[config.mk]
export PLATFORM = sky130hd
export DESIGN_NAME = mux_scan_sequencer
export DESIGN_NICKNAME = d
export VERILOG_FILES = /design/src/rtl/mux_scan_sequencer.sv
export SDC_FILE = /design/constraint.sdc
export NUM_CORES = 1
export LEC_CHECK = 0
export ABC_CLOCK_PERIOD_IN_PS = 1800
export CAP_MARGIN = 20
export CORE_MARGIN = 5
export CORE_UTILIZATION = 55
export DETAILED_ROUTE_END_ITERATION = 10
export DONT_BUFFER_PORTS = 1
export PLACE_DENSITY = 0.79
export SLEW_MARGIN = 10
export SYNTH_ARGS = -nofsm -noshare
export SYNTH_HDL_FRONTEND = slang
export SYNTH_SLANG_ARGS = --single-unit
[constraint.sdc]
create_clock -name clk -period 1.8 [get_ports clk]
set_input_delay 0.27 -clock clk [delete_from_list [all_inputs] [get_ports clk]]
set_output_delay 0.27 -clock clk [all_outputs]
set_load 0.005 [all_outputs]
[src/rtl/mux_scan_sequencer.sv]
// Scan sequencer for the 8:1 single-bit mux: steps sel 0..7, settles dwell+1 cycles
// per channel, samples mux_out on the last settle cycle and publishes an 8-bit result.
module mux_scan_sequencer #(
    parameter int NUM_CH  = 8,
    parameter int SEL_W   = 3,
    parameter int DWELL_W = 4
) (
    input  logic               clk,
    input  logic               rst_n,
    input  logic               start,
    input  logic               abort,
    input  logic [DWELL_W-1:0] dwell,
    input  logic               mux_out,
    output logic [SEL_W-1:0]   sel,
    output logic               busy,
    output logic               done,
    output logic [NUM_CH-1:0]  result
);

    typedef enum logic [1:0] {IDLE, SETTLE, FINISH} state_t;

    localparam logic [SEL_W-1:0] LAST_SEL = SEL_W'(NUM_CH - 1);

    state_t               state_q, state_d;
    logic [SEL_W-1:0]     sel_q, sel_d;
    logic [DWELL_W-1:0]   count_q, count_d;
    logic [DWELL_W-1:0]   dwell_q, dwell_d;
    logic [NUM_CH-1:0]    shadow_q, shadow_d;
    logic [NUM_CH-1:0]    result_q, result_d;
    logic                 busy_q, busy_d;
    logic                 done_q, done_d;

    always_ff @(posedge clk or negedge rst_n) begin
        if (!rst_n) begin
            state_q  <= IDLE;
            sel_q    <= '0;
            count_q  <= '0;
            dwell_q  <= '0;
            shadow_q <= '0;
            result_q <= '0;
            busy_q   <= 1'b0;
            done_q   <= 1'b0;
        end else begin
            state_q  <= state_d;
            sel_q    <= sel_d;
            count_q  <= count_d;
            dwell_q  <= dwell_d;
            shadow_q <= shadow_d;
            result_q <= result_d;
            busy_q   <= busy_d;
            done_q   <= done_d;
        end
    end

    always_comb begin
        state_d = state_q;
        case (state_q)
            IDLE: begin
                if (start && !abort) state_d = SETTLE;
            end
            SETTLE: begin
                if (abort)                                 state_d = IDLE;
                else if (count_q == '0 && sel_q == LAST_SEL) state_d = FINISH;
            end
            FINISH:  state_d = IDLE;
            default: state_d = IDLE;
        endcase
    end

    always_comb begin
        sel_d    = sel_q;
        count_d  = count_q;
        dwell_d  = dwell_q;
        shadow_d = shadow_q;
        result_d = result_q;
        busy_d   = busy_q;
        done_d   = 1'b0;
        case (state_q)
            IDLE: begin
                if (start && !abort) begin
                    sel_d   = '0;
                    count_d = dwell;
                    dwell_d = dwell;
                    busy_d  = 1'b1;
                end
            end
            SETTLE: begin
                if (abort) begin
                    sel_d  = '0;
                    busy_d = 1'b0;
                end else if (count_q != '0) begin
                    count_d = count_q - 1'b1;
                end else begin
                    // Last settle cycle of this channel: capture, then advance.
                    shadow_d[sel_q] = mux_out;
                    if (sel_q != LAST_SEL) begin
                        sel_d   = sel_q + 1'b1;
                        count_d = dwell_q;
                    end
                end
            end
            FINISH: begin
                sel_d  = '0;
                busy_d = 1'b0;
                if (!abort) begin
                    result_d = shadow_q;
                    done_d   = 1'b1;
                end
            end
            default: begin
                sel_d  = '0;
                busy_d = 1'b0;
            end
        endcase
    end

    assign sel    = sel_q;
    assign busy   = busy_q;
    assign done   = done_q;
    assign result = result_q;

endmodule

==> out/summary.txt <==
Die Ht = 61.7 µm
residual DRC count = 0
Final Util = 66.4%
WL final = 2.69 mm
via count = 968
hold_sp = mux_out
delay of the slowest critical-path stage = 0.41 ns
run status = finished, final reports clean
Netlist cell types = 31
static leakage = 0.801 nW
CP top delay family = simple AND/OR/NAND/NOR gates
row cnt = 18
CP Max Fanout = 4
clock sinks = 31
clock-pin slew reported for the worst setup and hold paths after clock tree synthesis = 0.09 ns
CTS tree = built
Fill cells = 184
startpoint types = flop
setup bufs post-CTS = 0
top-count cell post-synth = dfrtp_1
first-pass GRT wire length = 4.58 mm
DIE AREA = 0.00381 mm²
final std cells w/o fill = 162
Worst Path Arrival = 2.00 ns
ys async rst share = 100%
Setup TNS = 0 ns
Power Density = 834 mW/mm²
Setup CP Type = flop to flop
maximum clock path buffer count = 2
skew final = 0.00469 ns
area grow syn2layout = 14.0%
Initial Utilization = 58.3%
Tightest Pin Transition = 0.315 ns
Iteration-0 DRC Markers = 22
DPL Wire Length = 1.97 mm
Bufs and invs on worst path = 1
largest cells by area after synthesis = dfrtp_1 53%, mux2_2 15%, ha_1 2.6%
DR vias/cell = 5.98
Post-synth top cells = 31 x dfrtp_1, 19 x mux2_2, 8 x nand2_1
Die Wd = 61.7 µm
Port Buffers = 0
RSZ-0062 raised after global routing = true
Synth Area per Inst = 12.4 µm²
Required @ worst endpoint = 2.03 ns
CTS Buf Count = 5
Pre-Repair DR Iteration Count = 4
CP endpoint kind = flop
RR Startpoint = count_q[0]
synth warn = 0
n_diodes = 0
Slew Viols, Final = 0
Fmax = 565 MHz
H-tree depth = 2
CP startpoint = count_q[0]
ratio of cells with drive above 1 in the final layout = 36.4%
count of flip-flops with a built-in enable after synthesis = 0
Pwr Total = 1.40 mW
root buffer cell = clkbuf_4
final net count = 144
pin count of the biggest net entering global routing = 32
core area = 0.00252 mm²
Syn Nets = 131
wire per inst = 16.6 µm
vias in the first global route = 996
min cycle time layout = 1.77 ns
relative max-transition margin = 79.0%
Post-Place Cells = 153
post-synth top area share = 52.8%
dominant synthesized flop cell = dfrtp_1
period utilisation layout = 98.4%
initial antenna violation count = 0
CP cell instances = inv_1 -> ha_2 -> nor3b_4 -> nand3b_1 -> nor3b_2 -> mux2_4
maximum vdd drop = 0.553 mV
Mapped Area = 0.00147 mm²
area leader, netlist = dfrtp_1
GRT Util Overall = 17.1%
GPL Wtd Cong = 0.817
GRT overflow = 0
register area share after synthesis = 52.8%
dpl ws = 0.0105 ns
Ports = 22
post-route ant nets = 0
Cells after Synth = 119
min-delay worst type = primary input to flop
max cap viols = 0
setup violators final = 0
CP max stage cell = dfrtp_1
Seq cells post-synth = 31
Final Hold Fails = 0
Worst-Skew Late Latency = 0.33 ns
setup ws final = 0.0295 ns
cell families after synthesis:
group	share of synthesized area (%)
adders and majority gates	2.55
buffers and inverters	2.13
AOI/OAI and AO/OA	9.11
DFF	52.8
and+or+nand+nor	17.4
muxes	16.1
report_power, final:
part	total, mW	switching [mW]	leakage [nW]	internal [mW]
sequential	0.792	0.0447	0.412	0.747
clock	0.403	0.223	0.0341	0.180
combinational	0.203	0.0960	0.355	0.107
flip-flops by register name (all words and copies together) (netlist names):
register / count
done: 1
dwell_q: 4
busy: 1
sel: 3
count_q: 4
result: 8
state_q: 2
shadow_q: 8
repair_timing:
item / CTS / global route
resized for setup: 1 / 9
setup endpoints to repair: 1 / 12
pin swaps: 0 / 2
hold buffers: 2 / 0
gates cloned: 0 / 0
hold endpoints to repair: 31 / 0
per-stage QoR:
| stage | cell area, µm² | hold slack, ns |
|---|---|---|
| floorplan | 1470 | -0.0256 |
| global placement | 1550 | -0.0248 |
| detailed placement | 1550 | -0.0248 |
| CTS | 1640 | 0.0523 |
| global route | 1680 | 0.0493 |
| finish | 1680 | 0.0631 |
worst paths after layout:
check,end,slack (ns),cells after the start
setup / recovery,shadow_q[2],0.03,6
hold reg to reg,shadow_q[7],0.50,1
hold / removal,shadow_q[7],0.06,1
min in group asynchronous,result[5],0.37,2
setup reg to reg,shadow_q[2],0.03,6
max in group asynchronous,shadow_q[4],1.26,2
worst reg2reg max path: stages (launching register included):
cell	delay (ns)
dfrtp_1	0.41
inv_1	0.07
ha_2	0.19
nor3b_4	0.22
nand3b_1	0.21
nor3b_2	0.25
mux2_4	0.32
layer usage:
metal / up-vias / global-route usage [%] / wire, µm
met1: 473 / 20.3 / 1120
li1: 457 / - / -
met3: 8 / 7.85 / 206
met5: - / 0 / 0
met4: 0 / 7.27 / 49
met2: 30 / 26.9 / 1320
area by class of cell:
cell class                      instances  area (µm²)  area share (%)
Multi-Input combinational cell         81         704            42.0
Timing Repair Buffer                   10        90.1            5.38
Clock inverter                          1        5.00           0.299
Inverter                                3        11.3           0.672
Tap cell                               30        37.5            2.24
Sequential cell                        31         776            46.3
Clock buffer                            6        51.3            3.06
cells in the final DEF, fill, tap and decap left out, drive strengths merged:
cell	netlist	layout
o21ai	2	2
buf	4	9
ha	3	3
o211ai	2	2
or2	2	2
a22o	2	2
nand2b	1	1
inv	3	3
nand3b	3	3
nand3	1	1
nor4b	1	1
clkbuf	0	6
nor3	3	3
o31ai	3	3
a21oi	1	1
a21o	2	2
clkinv	0	1
nor3b	6	6
mux2	21	21
nor4	1	1
a22oi	1	1
nor2	7	7
or3	1	1
or3b	1	1
a211oi	2	2
nand2	8	8
nor2b	3	3
o22ai	2	2
dfrtp	31	31
and3	2	2
dlygate4sd3	0	1
Power figures use the tool's default switching activity.
